**src/rtl/chess_pkg.sv**
```systemverilog
// Shared chess definitions: piece codes, colour bit position and the video palette.
package chess_pkg;

    typedef enum logic [2:0] {
        PIECE_EMPTY  = 3'd0,
        PIECE_PAWN   = 3'd1,
        PIECE_KNIGHT = 3'd2,
        PIECE_BISHOP = 3'd3,
        PIECE_ROOK   = 3'd4,
        PIECE_QUEEN  = 3'd5,
        PIECE_KING   = 3'd6,
        PIECE_NONE   = 3'd7
    } piece_type_e;

    localparam int PIECE_COLOR_BIT = 3;

    typedef struct packed {
        logic [2:0] r;
        logic [2:0] g;
        logic [1:0] b;
    } rgb_t;

    localparam rgb_t PAL_BLACK       = '{r: 3'd0, g: 3'd0, b: 2'd0};
    localparam rgb_t PAL_LIGHT       = '{r: 3'd5, g: 3'd4, b: 2'd1};
    localparam rgb_t PAL_DARK        = '{r: 3'd3, g: 3'd2, b: 2'd0};
    localparam rgb_t PAL_WHITE_PIECE = '{r: 3'd7, g: 3'd7, b: 2'd3};
    localparam rgb_t PAL_BLACK_PIECE = '{r: 3'd0, g: 3'd0, b: 2'd0};
    localparam rgb_t PAL_CURSOR      = '{r: 3'd7, g: 3'd7, b: 2'd0};
    localparam rgb_t PAL_SELECT      = '{r: 3'd7, g: 3'd0, b: 2'd0};

    function automatic logic pieceIsEmpty(input logic [2:0] pieceType);
        return (pieceType == PIECE_EMPTY) || (pieceType == PIECE_NONE);
    endfunction

endpackage

```
**src/rtl/piece_sprite_rom.sv**
```systemverilog
// 8x8 piece bitmaps, one registered row per read; row 0 is the top, bit 7 the leftmost pixel.
module piece_sprite_rom
    import chess_pkg::*;
(
    input  logic       clk_i,
    input  logic       rst_ni,
    input  logic [2:0] type_i,
    input  logic [2:0] row_i,
    output logic [7:0] bits_o
);

    // Each word holds the bitmap with the top row in the most significant byte.
    localparam logic [63:0] SPR_PAWN   = 64'h00_18_3C_18_18_3C_7E_00;
    localparam logic [63:0] SPR_KNIGHT = 64'h00_1C_3E_76_1E_3C_7E_00;
    localparam logic [63:0] SPR_BISHOP = 64'h18_3C_2C_34_3C_18_7E_00;
    localparam logic [63:0] SPR_ROOK   = 64'h5A_7E_3C_3C_3C_3C_7E_00;
    localparam logic [63:0] SPR_QUEEN  = 64'h5A_5A_7E_3C_3C_3C_7E_00;
    localparam logic [63:0] SPR_KING   = 64'h18_7E_18_3C_3C_3C_7E_00;

    logic [63:0] spriteWord;
    logic [7:0]  bits_d;
    logic [7:0]  bits_q;

    always_comb begin
        spriteWord = '0;
        case (piece_type_e'(type_i))
            PIECE_PAWN:   spriteWord = SPR_PAWN;
            PIECE_KNIGHT: spriteWord = SPR_KNIGHT;
            PIECE_BISHOP: spriteWord = SPR_BISHOP;
            PIECE_ROOK:   spriteWord = SPR_ROOK;
            PIECE_QUEEN:  spriteWord = SPR_QUEEN;
            PIECE_KING:   spriteWord = SPR_KING;
            default:      spriteWord = '0;
        endcase
        bits_d = spriteWord[{~row_i, 3'b000} +: 8];
    end

    always_ff @(posedge clk_i or negedge rst_ni) begin
        if (!rst_ni) begin
            bits_q <= '0;
        end else begin
            bits_q <= bits_d;
        end
    end

    assign bits_o = bits_q;

endmodule

```
**src/rtl/board_renderer.sv**
```systemverilog
// VGA chessboard renderer: sync timing, per-frame input snapshot and a 3-stage pixel pipeline.
module board_renderer
    import chess_pkg::*;
#(
    parameter int H_ACTIVE = 640,
    parameter int H_FP     = 16,
    parameter int H_SYNC   = 96,
    parameter int H_BP     = 48,
    parameter int V_ACTIVE = 480,
    parameter int V_FP     = 10,
    parameter int V_SYNC   = 2,
    parameter int V_BP     = 33,
    parameter bit SYNC_POL = 1'b0,
    parameter int N        = 8,
    parameter int TILE     = 50,
    parameter int BOARD_X0 = 120,
    parameter int BOARD_Y0 = 40,
    parameter int SCALE    = 5,
    localparam int AW      = $clog2(N * N)
) (
    input  logic              clk_i,
    input  logic              rst_ni,
    input  logic [4*N*N-1:0]  board_i,
    input  logic [AW-1:0]     cursor_addr_i,
    input  logic [AW-1:0]     select_addr_i,
    input  logic              select_en_i,
    output logic              hsync_o,
    output logic              vsync_o,
    output logic [2:0]        r_o,
    output logic [2:0]        g_o,
    output logic [1:0]        b_o,
    output logic              frame_start_o
);

    localparam int HTOT   = H_ACTIVE + H_FP + H_SYNC + H_BP;
    localparam int VTOT   = V_ACTIVE + V_FP + V_SYNC + V_BP;
    localparam int HW     = $clog2(HTOT);
    localparam int VW     = $clog2(VTOT);
    localparam int CW     = (N > 1) ? $clog2(N) : 1;
    localparam int OW     = $clog2(TILE);
    localparam int SW     = (SCALE > 1) ? $clog2(SCALE) : 1;
    localparam int MARGIN = (TILE - 8 * SCALE) / 2;

    if (BOARD_X0 + N * TILE > H_ACTIVE) begin : g_errWidth
        $error("board_renderer: board does not fit horizontally");
    end
    if (BOARD_Y0 + N * TILE > V_ACTIVE) begin : g_errHeight
        $error("board_renderer: board does not fit vertically");
    end
    if (8 * SCALE > TILE - 4) begin : g_errSprite
        $error("board_renderer: sprite too large for tile");
    end

    logic [HW-1:0] hcnt_q, hcnt_d;
    logic [VW-1:0] vcnt_q, vcnt_d;
    logic          lineEnd;

    logic          xIn_q, xIn_d, yIn_q, yIn_d;
    logic [CW-1:0] col_q, col_d, row_q, row_d;
    logic [OW-1:0] xoff_q, xoff_d, yoff_q, yoff_d;
    logic [2:0]    sprCol_q, sprCol_d, sprRow_q, sprRow_d;
    logic [SW-1:0] subX_q, subX_d, subY_q, subY_d;

    logic [4*N*N-1:0] boardShadow_q;
    logic [AW-1:0]    cursorShadow_q, selectShadow_q;
    logic             selEnShadow_q;
    logic             snapshot;

    always_comb begin
        lineEnd = (hcnt_q == HW'(HTOT - 1));
        hcnt_d  = lineEnd ? '0 : hcnt_q + HW'(1);
        vcnt_d  = vcnt_q;
        if (lineEnd) begin
            vcnt_d = (vcnt_q == VW'(VTOT - 1)) ? '0 : vcnt_q + VW'(1);
        end
    end

    // Horizontal tile walk: the registered trackers always describe the pixel at hcnt_q.
    always_comb begin
        xIn_d  = xIn_q;
        col_d  = col_q;
        xoff_d = xoff_q;
        if (hcnt_d == HW'(BOARD_X0)) begin
            xIn_d  = 1'b1;
            col_d  = '0;
            xoff_d = '0;
        end else if (xIn_q) begin
            if (xoff_q == OW'(TILE - 1)) begin
                xoff_d = '0;
                if (col_q == CW'(N - 1)) begin
                    xIn_d = 1'b0;
                end else begin
                    col_d = col_q + CW'(1);
                end
            end else begin
                xoff_d = xoff_q + OW'(1);
            end
        end
        sprCol_d = sprCol_q;
        subX_d   = subX_q;
        if (xoff_d == OW'(MARGIN)) begin
            sprCol_d = '0;
            subX_d   = '0;
        end else if (subX_q == SW'(SCALE - 1)) begin
            subX_d   = '0;
            sprCol_d = sprCol_q + 3'd1;
        end else begin
            subX_d = subX_q + SW'(1);
        end
    end

    // Vertical walk mirrors the horizontal one but only steps at the end of a line.
    always_comb begin
        yIn_d    = yIn_q;
        row_d    = row_q;
        yoff_d   = yoff_q;
        sprRow_d = sprRow_q;
        subY_d   = subY_q;
        if (lineEnd) begin
            if (vcnt_d == VW'(BOARD_Y0)) begin
                yIn_d  = 1'b1;
                row_d  = '0;
                yoff_d = '0;
            end else if (yIn_q) begin
                if (yoff_q == OW'(TILE - 1)) begin
                    yoff_d = '0;
                    if (row_q == CW'(N - 1)) begin
                        yIn_d = 1'b0;
                    end else begin
                        row_d = row_q + CW'(1);
                    end
                end else begin
                    yoff_d = yoff_q + OW'(1);
                end
            end
            if (yoff_d == OW'(MARGIN)) begin
                sprRow_d = '0;
                subY_d   = '0;
            end else if (subY_q == SW'(SCALE - 1)) begin
                subY_d   = '0;
                sprRow_d = sprRow_q + 3'd1;
            end else begin
                subY_d = subY_q + SW'(1);
            end
        end
    end

    always_ff @(posedge clk_i or negedge rst_ni) begin
        if (!rst_ni) begin
            hcnt_q   <= '0;
            vcnt_q   <= '0;
            xIn_q    <= (BOARD_X0 == 0);
            yIn_q    <= (BOARD_Y0 == 0);
            col_q    <= '0;
            row_q    <= '0;
            xoff_q   <= '0;
            yoff_q   <= '0;
            sprCol_q <= '0;
            sprRow_q <= '0;
            subX_q   <= '0;
            subY_q   <= '0;
        end else begin
            hcnt_q   <= hcnt_d;
            vcnt_q   <= vcnt_d;
            xIn_q    <= xIn_d;
            yIn_q    <= yIn_d;
            col_q    <= col_d;
            row_q    <= row_d;
            xoff_q   <= xoff_d;
            yoff_q   <= yoff_d;
            sprCol_q <= sprCol_d;
            sprRow_q <= sprRow_d;
            subX_q   <= subX_d;
            subY_q   <= subY_d;
        end
    end

    assign snapshot      = (hcnt_q == '0) && (vcnt_q == VW'(V_ACTIVE));
    assign frame_start_o = snapshot;

    // Shadow copies change only at the start of vertical blanking so a frame never tears.
    always_ff @(posedge clk_i or negedge rst_ni) begin
        if (!rst_ni) begin
            boardShadow_q  <= '0;
            cursorShadow_q <= '0;
            selectShadow_q <= '0;
            selEnShadow_q  <= 1'b0;
        end else if (snapshot) begin
            boardShadow_q  <= board_i;
            cursorShadow_q <= cursor_addr_i;
            selectShadow_q <= select_addr_i;
            selEnShadow_q  <= select_en_i;
        end
    end

    logic          s1Vis, s1Border, s1InSpr, s1Light;
    logic [AW-1:0] s1Addr;
    logic [2:0]    s1SprCol, s1SprRow;
    logic          s1Vis_q, s1Border_q, s1InSpr_q, s1Light_q;
    logic [AW-1:0] s1Addr_q;
    logic [2:0]    s1SprCol_q, s1SprRow_q;

    always_comb begin
        s1Vis    = xIn_q && yIn_q;
        s1Border = (xoff_q < OW'(2)) || (xoff_q >= OW'(TILE - 2)) ||
                   (yoff_q < OW'(2)) || (yoff_q >= OW'(TILE - 2));
        s1InSpr  = (xoff_q >= OW'(MARGIN)) && (xoff_q < OW'(MARGIN + 8 * SCALE)) &&
                   (yoff_q >= OW'(MARGIN)) && (yoff_q < OW'(MARGIN + 8 * SCALE));
        s1Light  = ~(row_q[0] ^ col_q[0]);
        s1Addr   = AW'(row_q) * AW'(N) + AW'(col_q);
        s1SprCol = sprCol_q;
        s1SprRow = sprRow_q;
    end

    logic          s2Vis_q, s2Cursor_q, s2Select_q, s2Border_q, s2InSpr_q, s2Light_q;
    logic [2:0]    s2SprCol_q;
    logic [3:0]    s2Piece_q;
    logic [3:0]    s1Piece;
    logic [7:0]    spriteBits;

    assign s1Piece = boardShadow_q[{s1Addr_q, 2'b00} +: 4];

    piece_sprite_rom u_spriteRom (
        .clk_i  (clk_i),
        .rst_ni (rst_ni),
        .type_i (s1Piece[2:0]),
        .row_i  (s1SprRow_q),
        .bits_o (spriteBits)
    );

    rgb_t pixel_d, pixel_q;
    logic spriteHit;

    always_comb begin
        spriteHit = s2InSpr_q && spriteBits[~s2SprCol_q] && !pieceIsEmpty(s2Piece_q[2:0]);
        pixel_d   = PAL_BLACK;
        if (!s2Vis_q) begin
            pixel_d = PAL_BLACK;
        end else if (s2Cursor_q && s2Border_q) begin
            pixel_d = PAL_CURSOR;
        end else if (s2Select_q && s2Border_q) begin
            pixel_d = PAL_SELECT;
        end else if (spriteHit) begin
            pixel_d = s2Piece_q[PIECE_COLOR_BIT] ? PAL_BLACK_PIECE : PAL_WHITE_PIECE;
        end else begin
            pixel_d = s2Light_q ? PAL_LIGHT : PAL_DARK;
        end
    end

    logic syncH, syncV;
    logic [2:0] hsyncPipe_q, vsyncPipe_q;

    always_comb begin
        syncH = ((hcnt_q >= HW'(H_ACTIVE + H_FP)) && (hcnt_q < HW'(H_ACTIVE + H_FP + H_SYNC)))
                ? SYNC_POL : ~SYNC_POL;
        syncV = ((vcnt_q >= VW'(V_ACTIVE + V_FP)) && (vcnt_q < VW'(V_ACTIVE + V_FP + V_SYNC)))
                ? SYNC_POL : ~SYNC_POL;
    end

    // Pipeline stages; sync travels alongside so it stays aligned with colour.
    always_ff @(posedge clk_i or negedge rst_ni) begin
        if (!rst_ni) begin
            s1Vis_q     <= 1'b0;
            s1Border_q  <= 1'b0;
            s1InSpr_q   <= 1'b0;
            s1Light_q   <= 1'b0;
            s1Addr_q    <= '0;
            s1SprCol_q  <= '0;
            s1SprRow_q  <= '0;
            s2Vis_q     <= 1'b0;
            s2Cursor_q  <= 1'b0;
            s2Select_q  <= 1'b0;
            s2Border_q  <= 1'b0;
            s2InSpr_q   <= 1'b0;
            s2Light_q   <= 1'b0;
            s2SprCol_q  <= '0;
            s2Piece_q   <= '0;
            pixel_q     <= PAL_BLACK;
            hsyncPipe_q <= {3{~SYNC_POL}};
            vsyncPipe_q <= {3{~SYNC_POL}};
        end else begin
            s1Vis_q     <= s1Vis;
            s1Border_q  <= s1Border;
            s1InSpr_q   <= s1InSpr;
            s1Light_q   <= s1Light;
            s1Addr_q    <= s1Addr;
            s1SprCol_q  <= s1SprCol;
            s1SprRow_q  <= s1SprRow;
            s2Vis_q     <= s1Vis_q;
            s2Cursor_q  <= (s1Addr_q == cursorShadow_q);
            s2Select_q  <= (s1Addr_q == selectShadow_q) && selEnShadow_q;
            s2Border_q  <= s1Border_q;
            s2InSpr_q   <= s1InSpr_q;
            s2Light_q   <= s1Light_q;
            s2SprCol_q  <= s1SprCol_q;
            s2Piece_q   <= s1Piece;
            pixel_q     <= pixel_d;
            hsyncPipe_q <= {hsyncPipe_q[1:0], syncH};
            vsyncPipe_q <= {vsyncPipe_q[1:0], syncV};
        end
    end

    assign hsync_o = hsyncPipe_q[2];
    assign vsync_o = vsyncPipe_q[2];
    assign r_o     = pixel_q.r;
    assign g_o     = pixel_q.g;
    assign b_o     = pixel_q.b;

endmodule

```
**config.mk**
```make
export PLATFORM = sky130hd
export DESIGN_NAME = board_renderer
export DESIGN_NICKNAME = d
export VERILOG_FILES = /design/src/rtl/chess_pkg.sv /design/src/rtl/piece_sprite_rom.sv /design/src/rtl/board_renderer.sv
export SDC_FILE = /design/constraint.sdc
export NUM_CORES = 1
export LEC_CHECK = 0
export CORE_AREA = 10 10 189 191
export DETAILED_ROUTE_END_ITERATION = 8
export DIE_AREA = 0 0 199 201
export PLACE_DENSITY = 0.8
export SLEW_MARGIN = 5
export SYNTH_ARGS = -nofsm -noshare
export SYNTH_HDL_FRONTEND = slang
export SYNTH_SLANG_ARGS = --single-unit
```
**constraint.sdc**
```tcl
create_clock -name clk_i -period 3.9 [get_ports clk_i]
set_input_delay 0.39 -clock clk_i [delete_from_list [all_inputs] [get_ports clk_i]]
set_output_delay 0.39 -clock clk_i [all_outputs]
set_load 0.05 [all_outputs]
```
==> impl_metrics.yaml, run 1 <==
yosys:
  synth_seq_area_share_pct: 54.67
  synth_top_area_cell: "dfrtp_1"
  synth_compound_area_share_pct: 5.049
  synth_seq_cells: 370
  syn-cell-area_um2: 16950
  synth_area_leaders: "dfrtp_1 (54%), mux2_2 (18%), mux4_2 (9.2%)"
  syn_inst: 1212
  ys_async_sr_fraction_pct: 100.0
  synth_xor_area_share_pct: 1.757
  synthMuxAreaShare_pct: 27.59
  synth_fp_nets: 1504
  synth_edf_count: 0
  yosysWarnings: 0
  synth_top_family_by_area: "multiplexers"
  ys.flop_type: "dfrtp_1"
  synthSimpleGateAreaFrac_pct: 6.637
  synth.distinct_cells: 66
  synth_top_area_share_pct: 53.74
  avgSynthCellArea_um2: 13.98
  synthAdderAreaFrac_pct: 1.550
timing:
  worst_pin_slew_ps: 1354
  hold_viol_final: 0
  min_period_ps: 3405
  finalCritPeriodShare_pct: 87.30
  rsz0062_at_grt: "false"
  skew_ps: 16.68
  slew_headroom_pct: 9.403
  setup_viol_count_final: 0
  fin_setup_tns_ps: 0
  drv_slew: 0
  max_freq_ghz: 0.2937
power_and_ir_drop:
  power_leakage_nw: 9.961
  cellPowerDensity_nw_per_um2: 387.2
  ir_worst_vdd_mv: 0.2827
die:
  start_util_pct: 52.90
  io_pins: 282
  die_h_um: 201
  dieArea_um2: 40000
  dieWidth_um: 199
  row_count: 66
  core_area_um2: 32040
worst_hold_path:
  hp-start: "s1SprCol_q[1]"
  min_path_type: "reg2reg"
clock_network:
  htree_levels: 2
  cts_tree: "built"
  cts_made_buffers: 40
  clock_latency_ps: 540
  clkSinkCount: 370
  path_clk_slew_ps: 60
  cts-resized-gates: 0
  root_buffer: "clkbuf_16"
  cts_buffer_depth: 3
grt:
  grt_antenna_before_repair: 5
  track_usage_pct: 22.07
  grt-ovfl-total: 0
  grt_start_max_net_pins: 113
  grt_pass1_wl_mm: 69.30
  grt_pass1_vias: 12110
placement:
  dp.cells: 1851
  gp_congestion: 0.8186
  io_buffer_count: 281
  dpl.hpwl_mm: 32.02
detailed_routing:
  drc_errors: 0
  vias: 11200
  drtIter0Drc: 827
  dr.pass1.iters: 5
  drt-wirelength-per-cell_um: 22.86
  finalWirelength_mm: 44.10
  drtAntennaViolNets: 0
  via_per_inst: 5.808
final_layout:
  drive_gt1_share_pct: 30.59
  final_cell_count_no_fill: 1929
  nets: 1778
  syn_to_final_growth_pct: 28.40
worst_setup_path:
  critPathArrivalTime_ps: 3010
  crit_start: "vcnt_q[7]"
  reg2reg_from: "s1Addr_q[3]"
  crit_fanout: 6
  crit_chain: "nand4_1, or4_1, nor3_1, clkdlybuf4s50_1"
  endpoint_kind: "output port"
  critPathLaunchType: "flip-flop"
  cp_top_family: "simple AND/OR/NAND/NOR gates"
  max_stage_delay_ps: 890
  path_buf_inv: 1
  slowest_stage: "clkdlybuf4s50_1"
  path_class: "reg2out"
  cp_data_required_time_ps: 3510
flow_run:
  drv_cap: 0
run_status:
  outcome: "complete, no violations"
-- sequential cells by signal, indices dropped and copies added, names as in the netlist, 4 cells and up --
name and flops:
boardShadow_q 256, cursorShadow_q 6, hcnt_q 10, s1Addr_q 6, s2Piece_q 4, selectShadow_q 6
u_spriteRom.bits_o 6, vcnt_q 10, xoff_q 6, yoff_q 6
-- cell type report --
cell class,instances,area [µm²]
fillers,2230,10280
flip-flops and latches,370,9274
multi-input cells,738,7229
repair buffers,309,3143
clock buffers,57,1227
well taps,408,510.5
clock inverters,16,266.5
inverters,27,101.3
diodes,4,10.01
-- cell families after synthesis --
kind of cell | after synthesis
adders and majority gates | 21
and+or+nand+nor | 205
buffers and inverters | 104
xor gates and xnor gates | 34
AOI/OAI and AO/OA | 131
DFF | 370
muxes | 347
-- layer usage --
layer | up-vias | track usage, % | share of wire (%)
met5 | - | 0 | 0.045
met4 | 2 | 5.587 | 2.1
met3 | 55 | 4.376 | 6.9
met2 | 409 | 35.96 | 49
met1 | 5709 | 29.61 | 42
li1 | 5029 | - | -
-- what timing repair did --
item                                   CTS  global route
buffers inserted                         0             0
hold buffers                             1             0
endpoints found under the hold margin   43             0
-- where the power goes --
part,internal [mW],total [mW],switching (mW)
Clock,2.65,4.20,1.55
Sequential,3.84,3.84,0
Combinational,0.247,0.385,0.138
-- synth_stat cells (all sizes together), types with 17 or more instances --
cell type	instances
dfrtp	364
mux2	272
mux4	69
buf	43
nand2	41
nor2	41
o21ai	36
clkbuf	34
a21oi	27
inv	27
a22oi	24
nor3	23
ha	21
nand3	19
nor4	18
xnor2	17
xor2	17
-- path summary, 6_finish.rpt --
path | cells after the start | slack, ps | end
min in group asynchronous | 2 | 470 | boardShadow_q[169]
worst min register to register | 0 | 350 | s2SprCol_q[1]
worst min-delay path | 0 | 350 | s2SprCol_q[1]
worst max register to register | 9 | 600 | u_spriteRom.bits_o[2]
max in group asynchronous | 3 | 2460 | s1Addr_q[0]
worst max-delay path | 4 | 500 | frame_start_o
-- cell usage in the layout (no fill, tap or decap), types with 4 or more instances in the layout --
cell               n
xnor2_1           17
clkbuf_16         42
nand3b_1           5
ha_1              21
mux2i_1            6
o31ai_1            4
inv_1             26
o21a_1             4
a31oi_1            7
a22oi_1           24
clkbuf_8          12
xor2_1            17
nand2_1           41
clkdlybuf4s50_1  280
buf_4             18
clkinv_2           8
diode_2            4
nor3_1            21
dfstp_2            6
and3_1             9
mux4_2            69
buf_12             9
mux2_2           272
nand2b_1           6
or4_1              5
and2_1             6
o21ai_0           34
a21oi_1           27
nor2_1            41
nor4_1            13
bufinv_16          7
nor2b_1            4
nand3_1           19
dfrtp_1          362
nand4_1           10
-- through the flow --
step	hold slack, ps	util, %	setup WS [ps]	power, mW	instance area [µm²]
2_1_floorplan	94.41	-	976.4	3.912	16950
3_3_place_gp	333.6	63.20	701.5	4.292	20250
3_5_place_dp	335.8	63.20	628.0	4.294	20250
4_1_cts	348.6	67.89	539.3	8.489	21750
5_1_grt	350.2	67.91	335.7	8.679	21760
6_report	346.5	67.92	495.3	8.426	21760
Note: power is estimated with default switching activity, not from simulation.
==> inputs of run 2 (changes only) <==
--- a/config.mk
+++ b/config.mk
@@ -5,6 +5,7 @@
 export SDC_FILE = /design/constraint.sdc
 export NUM_CORES = 1
 export LEC_CHECK = 0
+export ABC_CLOCK_PERIOD_IN_PS = 3900
 export CORE_AREA = 10 10 189 191
 export DETAILED_ROUTE_END_ITERATION = 8
 export DIE_AREA = 0 0 199 201
==> results of run 2 <==
Final layout, timing and power as in run 1 (identical DEF).
